[src/rtl/qpu_dtcm_ctrl.sv]
// DTCM access controller: round-robin arbitration of the QPU LSU (m0) and the
// external/debug bus (m1) onto a single-port SRAM, plus light-sleep management.
module qpu_dtcm_ctrl #(
    parameter int AW          = 14,
    parameter int DW          = 32,
    parameter int MW          = 4,
    parameter int DP          = 16384,
    parameter int IDLE_THRESH = 8
) (
    input  logic          clk,
    input  logic          rst,

    input  logic          m0_cmd_valid,
    output logic          m0_cmd_ready,
    input  logic          m0_cmd_read,
    input  logic [AW+1:0] m0_cmd_addr,
    input  logic [DW-1:0] m0_cmd_wdata,
    input  logic [MW-1:0] m0_cmd_wmask,
    output logic          m0_rsp_valid,
    input  logic          m0_rsp_ready,
    output logic [DW-1:0] m0_rsp_rdata,
    output logic          m0_rsp_err,

    input  logic          m1_cmd_valid,
    output logic          m1_cmd_ready,
    input  logic          m1_cmd_read,
    input  logic [AW+1:0] m1_cmd_addr,
    input  logic [DW-1:0] m1_cmd_wdata,
    input  logic [MW-1:0] m1_cmd_wmask,
    output logic          m1_rsp_valid,
    input  logic          m1_rsp_ready,
    output logic [DW-1:0] m1_rsp_rdata,
    output logic          m1_rsp_err,

    input  logic          pwr_sd,
    input  logic          pwr_ds,

    output logic          ram_cs,
    output logic          ram_we,
    output logic [AW-1:0] ram_addr,
    output logic [MW-1:0] ram_wem,
    output logic [DW-1:0] ram_din,
    output logic          ram_sd,
    output logic          ram_ds,
    output logic          ram_ls,
    input  logic [DW-1:0] ram_dout
);

    localparam logic [AW:0] DEPTH  = (AW+1)'(DP);
    localparam logic [7:0]  THRESH = 8'(IDLE_THRESH);

    logic          slot_valid;
    logic          slot_owner;
    logic          slot_pend;
    logic          slot_err;
    logic [DW-1:0] hold_rdata;
    logic          last_grant;
    logic [7:0]    idle_cnt;

    logic          any_valid;
    logic          owner_ready;
    logic          slot_free;
    logic          power_ok;
    logic          grant0;
    logic          grant1;
    logic          acc0;
    logic          acc1;
    logic          accept;
    logic          sel_read;
    logic [AW-1:0] sel_word;
    logic          in_range;
    logic [DW-1:0] rsp_data;
    logic          unused_addr_lsb;

    assign unused_addr_lsb = ^{m0_cmd_addr[1:0], m1_cmd_addr[1:0]};

    // Each grant looks only at the other master's valid, so ready never depends on its own valid.
    always_comb begin
        any_valid    = m0_cmd_valid || m1_cmd_valid;
        owner_ready  = slot_owner ? m1_rsp_ready : m0_rsp_ready;
        slot_free    = !slot_valid || owner_ready;
        power_ok     = !pwr_sd && !pwr_ds && !ram_ls && !rst;
        grant0       = !m1_cmd_valid || last_grant;
        grant1       = !m0_cmd_valid || !last_grant;
        m0_cmd_ready = slot_free && power_ok && grant0;
        m1_cmd_ready = slot_free && power_ok && grant1;
        acc0         = m0_cmd_valid && m0_cmd_ready;
        acc1         = m1_cmd_valid && m1_cmd_ready;
        accept       = acc0 || acc1;

        sel_read = acc1 ? m1_cmd_read : m0_cmd_read;
        sel_word = acc1 ? m1_cmd_addr[AW+1:2] : m0_cmd_addr[AW+1:2];
        in_range = {1'b0, sel_word} < DEPTH;

        ram_cs   = accept && in_range;
        ram_we   = ram_cs && !sel_read;
        ram_addr = sel_word;
        ram_wem  = acc1 ? m1_cmd_wmask : m0_cmd_wmask;
        ram_din  = acc1 ? m1_cmd_wdata : m0_cmd_wdata;

        // ram_dout is only trustworthy in the first response cycle of a read.
        rsp_data     = slot_pend ? ram_dout : hold_rdata;
        m0_rsp_valid = slot_valid && !slot_owner;
        m1_rsp_valid = slot_valid && slot_owner;
        m0_rsp_rdata = m0_rsp_valid ? rsp_data : '0;
        m1_rsp_rdata = m1_rsp_valid ? rsp_data : '0;
        m0_rsp_err   = m0_rsp_valid && slot_err;
        m1_rsp_err   = m1_rsp_valid && slot_err;
    end

    always_ff @(posedge clk) begin
        if (rst) begin
            slot_valid <= 1'b0;
            slot_owner <= 1'b0;
            slot_pend  <= 1'b0;
            slot_err   <= 1'b0;
            hold_rdata <= '0;
            last_grant <= 1'b1;
            idle_cnt   <= 8'd0;
            ram_ls     <= 1'b0;
            ram_sd     <= 1'b0;
            ram_ds     <= 1'b0;
        end else begin
            if (slot_pend) begin
                hold_rdata <= ram_dout;
                slot_pend  <= 1'b0;
            end
            if (slot_valid && owner_ready) begin
                slot_valid <= 1'b0;
            end
            // A new accept overrides both the capture and the pop above.
            if (accept) begin
                slot_valid <= 1'b1;
                slot_owner <= acc1;
                slot_pend  <= sel_read && in_range;
                slot_err   <= !in_range;
                hold_rdata <= '0;
                last_grant <= acc1;
            end

            if (any_valid || slot_valid) begin
                idle_cnt <= 8'd0;
            end else if (idle_cnt < THRESH) begin
                idle_cnt <= idle_cnt + 8'd1;
            end

            if (ram_ls) begin
                if (any_valid) begin
                    ram_ls <= 1'b0;
                end
            end else if (idle_cnt == THRESH && !any_valid && !slot_valid) begin
                ram_ls <= 1'b1;
            end

            ram_sd <= pwr_sd;
            ram_ds <= pwr_ds;
        end
    end

endmodule

[config.mk]
export PLATFORM = sky130hd
export DESIGN_NAME = qpu_dtcm_ctrl
export DESIGN_NICKNAME = d
export VERILOG_FILES = /design/src/rtl/qpu_dtcm_ctrl.sv
export SDC_FILE = /design/constraint.sdc
export NUM_CORES = 1
export LEC_CHECK = 0
export ABC_CLOCK_PERIOD_IN_PS = 4500
export CELL_PAD_IN_SITES_DETAIL_PLACEMENT = 0
export CELL_PAD_IN_SITES_GLOBAL_PLACEMENT = 1
export CORE_UTILIZATION = 20
export CTS_BUF_LIST = sky130_fd_sc_hd__clkbuf_8
export CTS_CLUSTER_SIZE = 12
export DETAILED_ROUTE_END_ITERATION = 16
export PLACE_DENSITY = 0.84
export SLEW_MARGIN = 10
export SYNTH_ARGS = -nofsm -noshare
export SYNTH_HDL_FRONTEND = slang
export SYNTH_SLANG_ARGS = --single-unit
[constraint.sdc]
create_clock -name clk -period 4.5 [get_ports clk]
set_clock_uncertainty 0.05 [all_clocks]
set_input_delay 1.35 -clock clk [delete_from_list [all_inputs] [get_ports clk]]
set_output_delay 1.35 -clock clk [all_outputs]
set_load 0.02 [all_outputs]
Word level (Yosys, flattened, before mapping)
Index checks and enable logic that the tools add are counted.
{ "classes": {"add_sub_neg": 1, "magnitude_cmp": 1, "n_eq_ne": 1, "mux": 13, "bitwise_logic": 1, "reduce_logical": 35} }
{ "op_table": {"columns": ["cell", "count"], "rows": [
  ["$mux 32", 4],
  ["$logic_and 1x1->1", 14],
  ["$mux 14", 1],
  ["$logic_not 1->1", 11],
  ["$add 8x1->8 const B", 1],
  ["$eq 8x4->1 const B", 1],
  ["$lt 8x4->1 const B", 1],
  ["$mux 1", 7],
  ["$logic_or 1x1->1", 6],
  ["$reduce_or 2->1", 3],
  ["$mux 4", 1],
  ["$reduce_bool 2->1", 1],
  ["$not 1->1", 1]
]} }
{ "word_totals": {"ff_bits": 47, "out_inout_bits": 125} }

Logic depth before layout (Yosys ltp)
Gate-level depths: netlist of the first run.
{ "depth": {"ltp_word": 10, "mapped_depth": 5, "ltp_nobuf": 4} }

Least setup slack after synthesis of the first run
Ideal clock, no wire load.
{ "synth_path": {"path_kind": "input-to-output", "startpoint": "input port pwr_ds", "endpoint": "output port ram_addr[3]", "arrival_ps": 2877, "t_required_ps": 3100, "setup_slack_ps": 223, "cell_stages": 4, "path_buffers": 1, "path_cell_list": "or4_4 a211oi_4 buf_6 mux2_1"} }
{ "synth_via": {"elab_chain_cells": 8} }
{ "synth_lines": {"columns": ["element", "line", "source"], "rows": [
  ["start: declaration", "36", "input logic pwr_ds,"],
  ["$logic_not 1->1", "82", "power_ok = !pwr_sd && !pwr_ds && !ram_ls && !rst;"],
  ["$logic_and 1x1->1 (3 in series)", "82", null],
  ["$logic_and 1x1->1 (2 in series)", "86", "m1_cmd_ready = slot_free && power_ok && grant1;"],
  ["$logic_and 1x1->1", "88", "acc1 = m1_cmd_valid && m1_cmd_ready;"],
  ["$mux 14", "92", "sel_word = acc1 ? m1_cmd_addr[AW+1:2] : m0_cmd_addr[AW+1:2];"],
  ["end: declaration", "40", "output logic [AW-1:0] ram_addr,"]
]} }
No other way between the ends.

Final worst setup path of the first run
{ "layout_path": {"startpoint": "input port pwr_sd", "endpoint": "output port ram_addr[6]"} }
{ "layout_via": {"elab_chain_cells": 8} }
{ "layout_lines": {"columns": ["element", "line", "source"], "rows": [
  ["start: declaration", "35", "input logic pwr_sd,"],
  ["$logic_not 1->1", "82", null],
  ["$logic_and 1x1->1 (3 in series)", "82", null],
  ["$logic_and 1x1->1 (2 in series)", "86", null],
  ["$logic_and 1x1->1", "88", null],
  ["$mux 14", "92", null]
]} }
No other way between the ends.

==> reports/metrics.yaml, run 1 <==
min_to: "idle_cnt[6]"
hp-class: "reg2reg"
worstPathArrival_ps: 3130
drive_gt1_share_pct: 24.8
synth_top_cell_by_area: "dfxtp_1"
hpwl_um: 9540
vias: 3352
drtPass1Iterations: 4
synth_sequential_area_ratio_pct: 33.9
die_y_um: 120
fin_cells: 765
grt_max_degree: 42
syn_area_sq_mm: 0.00278
synthCells: 314
num_antenna_cells: 0
dieWidth_um: 120
crit_path_frequent_cell: "buf_6"
dp.cells: 743
finalWorstSetupSlack_ps: -31.1
required_ps: 3100
status: "finished with violations"
cts-root-buf: "clkbuf_8"
fin_crit_sh_pct: 101
synth-edff-count: 0
synth_warnings: 0
syn2layout_area_growth_pct: 126
place.gp.congestion: 0.844
synth_area_leaders: "dfxtp_1, mux2_2, mux2i_1"
min_path_cells: 1
slew_headroom_pct: 48.5
worstMarginPinSlew_ps: 766
wire_per_inst_um: 17.3
clk_latency_ps: 290
grt_pass1_vias: 3393
timing.fmax_mhz: 221
netlist_top_cells_count: "nor2_1, dfxtp_1, mux2_2"
cts_sinks: 47
fin_crit_ps: 4530
numCtsBuffers: 5
ioPinCount: 271
reg2reg_to: "slot_owner"
slowest_delay_ps: 550
max-vdd-ir-drop_mv: 0.110
final_max_slew_viol_count: 0
worstSetupStartpointType: "input pin"
path_delay_family: "buffers and inverters"
drv_cap: 0
critPathCaptureType: "primary output"
ys_ff_latch: 47
rsz0062_at_grt: "true"
io_buffers: 264
cts_hold_buf: 0
hold_viol_final: 0
synth.avg_cell_area_sq_um: 8.84
final_nets: 736
yosysMostFrequentCell: "nor2_1"
critPathBufInv: 5
initial_utilization_pct: 20.7
setup_violations: 2
crit_type: "in2out"
crit_slowest_cell: "or4_4"
path_cells: "buf_8 -> or4_4 -> a211oi_4 -> buf_6 -> buf_6 -> buf_12 -> mux2_1 -> buf_2"
synth-async-reset-ratio_pct: 0
startpoint: "pwr_sd"
clock_path_buffers: 2
grt_overflow: 0
wl_um: 13200
dp_slack_ps: -809
violations: "setup timing"
drtIter0Drc: 95
hp-start: "idle_cnt[6]"
gr-usage-all-layers_pct: 17.2
cts_tree: "built"
viasPerCell: 4.38
yosys.cell_types.count: 35
htreeDepth: 2
r2r_cells: 5
die_area_sq_mm: 0.0144
path_clk_slew_ps: 90
core_area_sq_mm: 0.0134
yosysTopAreaCellShare_pct: 33.9
antenna_found_initial: 0
p_leak_nw: 2.39
grt_pass1_wl_um: 19100
rows: 42
ant_nets: 0
drcViolationCount: 0
ys.flop_type: "dfxtp_1"
reg2reg_slack_ps: 2490
crit_fanout: 7
r2r_start: "ram_ls"
p_per_area_mw_per_mm2: 185
==> metal layers <==
| layer | GRT usage (%) | share of wire, % | vias to the layer above |
|---|---|---|---|
| met5 | 0 | 0 | - |
| met4 | 2.81 | 0.88 | 0 |
| met3 | 3.09 | 6.8 | 6 |
| met2 | 32.9 | 51 | 150 |
| met1 | 20.1 | 41 | 1566 |
| li1 | - | - | 1630 |
==> logic make-up after synthesis <==
family	Yosys count	share of synthesized area, %
and+or+nand+nor	127	20.6
DFF	47	33.9
muxes	85	33.0
buffers and inverters	34	6.40
other	1	0.135
AOI/OAI and AO/OA	18	5.05
adders and majority gates	2	0.902
==> flip-flops by register name, indices dropped and copies added (netlist names) <==
name,flops
slot_owner,1
idle_cnt,8
slot_valid,1
hold_rdata,32
ram_ls,1
last_grant,1
slot_pend,1
ram_ds,1
ram_sd,1
==> worst register-to-register path: stages, from the launching register on <==
cell and delay, ps:
dfxtp_1 360, or4_4 520, buf_4 170, a211oi_4 250, buf_4 400, o32ai_1 130
==> timing repair <==
item                                    CTS  global route
setup buffers                             6             1
cloned                                    7             0
endpoints found under the setup margin   54            52
pin swaps                                 2             0
resized for setup                       324            49
==> metrics by stage <==
step                      cell area (sq um)  power, mW  hold slack [ps]  util (%)  TNS (ps)
after floorplan                        2780      0.556              395         -         0
after global placement                 5620      0.764              408      41.9    -38190
after detailed placement               5620      0.767              414      41.9    -39290
after CTS                              6110       1.16              444      45.6      -202
after global routing                   6280       1.21              462      46.9      -752
final                                  6280       1.16              440      46.9     -39.3
==> area by class of cell <==
| cell class | instances | area [sq um] |
|---|---|---|
| repair buffers | 292 | 3100 |
| well taps | 176 | 220 |
| clock inverters | 3 | 63.8 |
| multi-input cells | 234 | 1860 |
| inverters | 8 | 30.0 |
| clock buffers | 5 | 68.8 |
| fillers | 1252 | 7120 |
| flip-flops and latches | 47 | 942 |
==> worst max path at each step <==
stage	cells past startpoint	slack, ps	endpoint
2_1_floorplan	4	220	ram_addr[3]
3_3_place_gp	6	-790	ram_din[8]
3_5_place_dp	6	-810	ram_din[8]
4_1_cts	8	-40	ram_addr[6]
5_1_grt	8	-70	ram_addr[6]
6_report	8	-30	ram_addr[6]
==> layout by cell type (no fill, tap or decap), types with 2 or more instances in the layout <==
cell / count
bufinv_16: 2
conb_1: 2
ha_1: 2
nand3_1: 4
dfxtp_1: 46
dlygate4sd2_1: 5
buf_6: 53
nor4_1: 3
mux2_4: 46
buf_4: 14
inv_1: 9
nor2b_1: 3
a211oi_4: 2
mux2_2: 4
dlymetal6s2s_1: 2
nor2_1: 70
buf_12: 3
nand2_1: 4
or4_1: 2
nor3_1: 32
and2_1: 4
mux2i_1: 33
buf_16: 7
clkdlybuf4s50_1: 204
clkbuf_8: 5
buf_2: 2
o21ai_0: 2
a21oi_1: 6
==> power breakdown <==
part / leakage (nW) / switching [mW] / internal (mW) / total, mW
clock network: 0.0695 / 0.141 / 0.220 / 0.360
registers: 0.381 / 0.00676 / 0.423 / 0.430
logic: 1.94 / 0.143 / 0.231 / 0.374
total: 2.39 / 0.290 / 0.874 / 1.16
Power figures use the tool's default switching activity.
==> inputs of run 2 (changes only) <==
--- a/config.mk
+++ b/config.mk
@@ -5,14 +5,14 @@
 export SDC_FILE = /design/constraint.sdc
 export NUM_CORES = 1
 export LEC_CHECK = 0
-export ABC_CLOCK_PERIOD_IN_PS = 4500
+export ABC_CLOCK_PERIOD_IN_PS = 3980
 export CELL_PAD_IN_SITES_DETAIL_PLACEMENT = 0
 export CELL_PAD_IN_SITES_GLOBAL_PLACEMENT = 1
-export CORE_UTILIZATION = 20
+export CORE_UTILIZATION = 18
 export CTS_BUF_LIST = sky130_fd_sc_hd__clkbuf_8
 export CTS_CLUSTER_SIZE = 12
 export DETAILED_ROUTE_END_ITERATION = 16
-export PLACE_DENSITY = 0.84
+export PLACE_DENSITY = 0.8
 export SLEW_MARGIN = 10
 export SYNTH_ARGS = -nofsm -noshare
 export SYNTH_HDL_FRONTEND = slang
==> constraint.sdc (replaced) <==
create_clock -name clk -period 3.98 [get_ports clk]
set_clock_uncertainty 0.05 [all_clocks]
set_input_delay 1.194 -clock clk [delete_from_list [all_inputs] [get_ports clk]]
set_output_delay 1.194 -clock clk [all_outputs]
set_load 0.02 [all_outputs]
==> reports/metrics.yaml, run 2 (synthesized netlist as in run 1, its figures left out) <==
dp_slack_ps: -1040
hold_viol_final: 0
grt_pass1_vias: 3523
final_nets: 739
final_common_cell: "clkdlybuf4s50_1"
drive_gt1_share_pct: 25.2
hp-class: "reg2reg"
max-vdd-ir-drop_mv: 0.128
place.gp.congestion: 0.761
status: "finished with violations"
largest_register_ffs: 32
regMostFlops: "hold_rdata"
top_regs: "hold_rdata (32), idle_cnt (8)"
required_ps: 2740
wire_per_inst_um: 17.2
wl_um: 13400
p_leak_nw: 2.38
cts_tree: "built"
drtPass1Iterations: 4
dieWidth_um: 126
fin_crit_ps: 4240
clock_path_buffers: 2
grtUsageMet2_pct: 31.8
antenna_found_initial: 1
violations: "setup timing"
r2r_start: "ram_ls"
reg2reg_slack_ps: 2020
critPathCaptureType: "primary output"
final.fill_count: 1433
viasPerCell: 4.31
initial_utilization_pct: 18.3
setup_violations: 50
final_cell_mix: "clkdlybuf4s50_1, nor2_1, buf_6"
clk_latency_ps: 300
htreeDepth: 2
worstSetupStartpointType: "input pin"
crit_fanout: 6
vias: 3363
crit_type: "in2out"
timing.fmax_mhz: 236
grt_pass1_wl_um: 20100
busiest_layer: "met2"
grt_max_degree: 42
rows: 45
grt_overflow: 0
fin_crit_sh_pct: 107
worstPathArrival_ps: 3000
cts-root-buf: "clkbuf_8"
io_buffers: 264
finalWorstSetupSlack_ps: -260
drv_cap: 0
slew_headroom_pct: 50.3
gr-usage-all-layers_pct: 16.4
ant_nets: 0
path_clk_slew_ps: 90
drtIter0Drc: 114
core_area_sq_mm: 0.0151
numCtsBuffers: 5
fin_util_pct: 41.4
drcViolationCount: 0
p_per_area_mw_per_mm2: 204
met3_usage_pct: 3.74
worstMarginPinSlew_ps: 739
die_area_sq_mm: 0.0159
die_y_um: 126
cts_sinks: 47
hp-start: "idle_cnt[5]"
startpoint: "pwr_sd"
use_met1_pct: 18.2
syn2layout_area_growth_pct: 126
hpwl_um: 9750
ioPinCount: 271
final_max_slew_viol_count: 0
rsz0062_at_grt: "true"
run 2: final cells by class:
| type | count | area, sq um | share of cell area, % |
|---|---|---|---|
| Timing Repair Buffer | 295 | 3080 | 49.1 |
| Multi-Input combinational cell | 234 | 1870 | 29.7 |
| Sequential cell | 47 | 942 | 15.0 |
| Tap cell | 188 | 235 | 3.75 |
| Clock buffer | 6 | 82.6 | 1.32 |
| Clock inverter | 2 | 35.0 | 0.558 |
| Inverter | 8 | 30.0 | 0.479 |
| Antenna cell | 1 | 2.50 | 0.0399 |
run 2: per-layer routing:
layer | up-vias | share of wire (%)
met1 | 1564 | 39
met4 | 0 | 0.57
met2 | 153 | 53
met5 | - | 0
met3 | 8 | 7.2
li1 | 1638 | -
run 2: path summary, 6_finish.rpt:
check        depth (start not counted)     endpoint
max                                  8  ram_din[30]
min                                  1  idle_cnt[5]
max reg2reg                          5   slot_owner
min reg2reg                          1  idle_cnt[5]
run 2: through the flow:
stage               hold slack, ps  std cells  power (mW)  instance area (sq um)  TNS (ps)
finish                         431        781        1.28                   6270     -9490
detailed placement             410        759       0.872                   5660    -50460
CTS                            438        785        1.30                   6360    -11370
global placement               407        759       0.870                   5660    -48930
global route                   472        781        1.34                   6270    -11610
floorplan                      395        315       0.628                   2780         0
run 2: worst max-delay path, stage by stage:
cell and delay, ps:
buf_6 90, or4_4 550, a211oi_4 270, buf_6 170
buf_12 120, buf_16 120, mux2_4 320, buf_6 140
run 2: where the power goes:
part           total (mW)  internal [mW]  switching, mW
clock network       0.367          0.203          0.164
logic               0.428          0.263          0.165
registers           0.483          0.478        0.00497
total                1.28          0.945          0.334
run 2: what timing repair did:
item	in CTS	in global routing
endpoints found under the setup margin	54	50
resized for setup	385	7
pin swaps	2	2
hold buffers	0	0
buffers inserted	11	1
gates cloned	7	0
==> inputs of run 3 (changes only) <==
--- a/config.mk
+++ b/config.mk
@@ -13,6 +13,7 @@
 export CTS_CLUSTER_SIZE = 12
 export DETAILED_ROUTE_END_ITERATION = 16
 export PLACE_DENSITY = 0.8
+export SKIP_LAST_GASP = 1
 export SLEW_MARGIN = 10
 export SYNTH_ARGS = -nofsm -noshare
 export SYNTH_HDL_FRONTEND = slang
==> reports/metrics.yaml, run 3 (synthesized netlist as in run 1, its figures left out) <==
viasPerCell: 4.32
critPathCaptureType: "primary output"
numCtsBuffers: 5
required_ps: 2740
p_leak_nw: 2.38
min_to: "idle_cnt[5]"
grt_pass1_wl_um: 20000
drcViolationCount: 0
io_buffers: 264
final_max_slew_viol_count: 0
vias: 3371
reg2reg_to: "slot_owner"
final_common_cell: "clkdlybuf4s50_1"
final_cell_mix: "clkdlybuf4s50_1, nor2_1, buf_6"
crit_fanout: 6
clock_path_buffers: 2
worstPathArrival_ps: 3000
die_area_sq_mm: 0.0159
final_nets: 739
drtPass1Iterations: 4
grt_overflow: 0
wl_um: 13400
r2r_cells: 5
slew_headroom_pct: 50.3
fin_util_pct: 41.4
reg2reg_slack_ps: 2020
ant_nets: 0
largest_register_ffs: 32
hp-start: "idle_cnt[5]"
syn2layout_area_growth_pct: 126
setup_violations: 50
drtIter0Drc: 111
htreeDepth: 2
drive_gt1_share_pct: 25.2
final.fill_count: 1437
status: "finished with violations"
rows: 45
place.gp.congestion: 0.761
dieWidth_um: 126
fin_crit_ps: 4240
worstMarginPinSlew_ps: 739
finalWorstSetupSlack_ps: -261
initial_utilization_pct: 18.3
min_path_cells: 1
antenna_found_initial: 1
hpwl_um: 9750
worstSetupStartpointType: "input pin"
grt_max_degree: 42
violations: "setup timing"
cts_sinks: 47
r2r_start: "ram_ls"
wire_per_inst_um: 17.2
hp-class: "reg2reg"
crit_type: "in2out"
p_per_area_mw_per_mm2: 204
grt_pass1_vias: 3504
rsz0062_at_grt: "true"
die_y_um: 126
core_area_sq_mm: 0.0151
cts-root-buf: "clkbuf_8"
drv_cap: 0
regMostFlops: "hold_rdata"
hold_viol_final: 0
timing.fmax_mhz: 236
clk_latency_ps: 300
ioPinCount: 271
setup_tns_ps: -9530
dp.cells: 759
cts_hold_buf: 0
path_clk_slew_ps: 90
max-vdd-ir-drop_mv: 0.128
cts_tree: "built"
top_regs: "hold_rdata (32), idle_cnt (8)"
fin_cells: 781
fin_crit_sh_pct: 107
gr-usage-all-layers_pct: 16.3
[run 3: layer usage]
| metal | part of all wire (%) | vias to the layer above | GRT usage (%) |
|---|---|---|---|
| li1 | - | 1638 | - |
| met1 | 39 | 1574 | 18.1 |
| met2 | 53 | 151 | 31.7 |
| met3 | 7.2 | 8 | 3.70 |
| met4 | 0.57 | 0 | 2.55 |
| met5 | 0 | - | 0 |
[run 3: power breakdown]
group	switching (mW)	internal (mW)
clock network	0.164	0.203
logic	0.165	0.263
registers	0.00497	0.478
[run 3: how the worst max path moves through the flow]
stage,startpoint,to,depth (start not counted),slack [ps]
2_1_floorplan,pwr_ds,ram_addr[3],4,20
5_1_grt,pwr_sd,ram_din[27],8,-300
4_1_cts,rst,ram_addr[12],9,-280
6_report,pwr_sd,ram_din[30],8,-260
3_3_place_gp,pwr_ds,ram_din[27],6,-1010
3_5_place_dp,pwr_ds,ram_din[27],6,-1040
[run 3: repair_timing]
item | 4_1_cts | 5_1_grt
buffers inserted | 11 | 1
gates cloned | 7 | 0
pin swaps | 2 | 2
setup endpoints to repair | 54 | 50
resized for setup | 376 | 19
[run 3: metrics by stage]
| step | setup slack, ps | hold WS (ps) | cell area, sq um | total power [mW] |
|---|---|---|---|---|
| after detailed placement | -1040 | 410 | 5660 | 0.872 |
| after global placement | -1010 | 407 | 5660 | 0.870 |
| after floorplan | 15.5 | 395 | 2780 | 0.628 |
| after global routing | -303 | 472 | 6270 | 1.34 |
| after CTS | -276 | 438 | 6330 | 1.30 |
| final | -261 | 431 | 6270 | 1.28 |
[run 3: critical path, cell delays in order]
cell and delay (ps):
buf_6 90, or4_4 550, a211oi_4 270, buf_6 170, buf_12 120, buf_16 120, mux2_4 320, buf_6 140
[run 3: area by class of cell]
type	count	area [sq um]	area share, %
Multi-Input combinational cell	234	1870	29.7
Inverter	8	30.0	0.479
Clock inverter	2	35.0	0.558
Clock buffer	6	82.6	1.32
Sequential cell	47	942	15.0
Tap cell	188	235	3.75
Antenna cell	1	2.50	0.0399
Timing Repair Buffer	295	3080	49.1
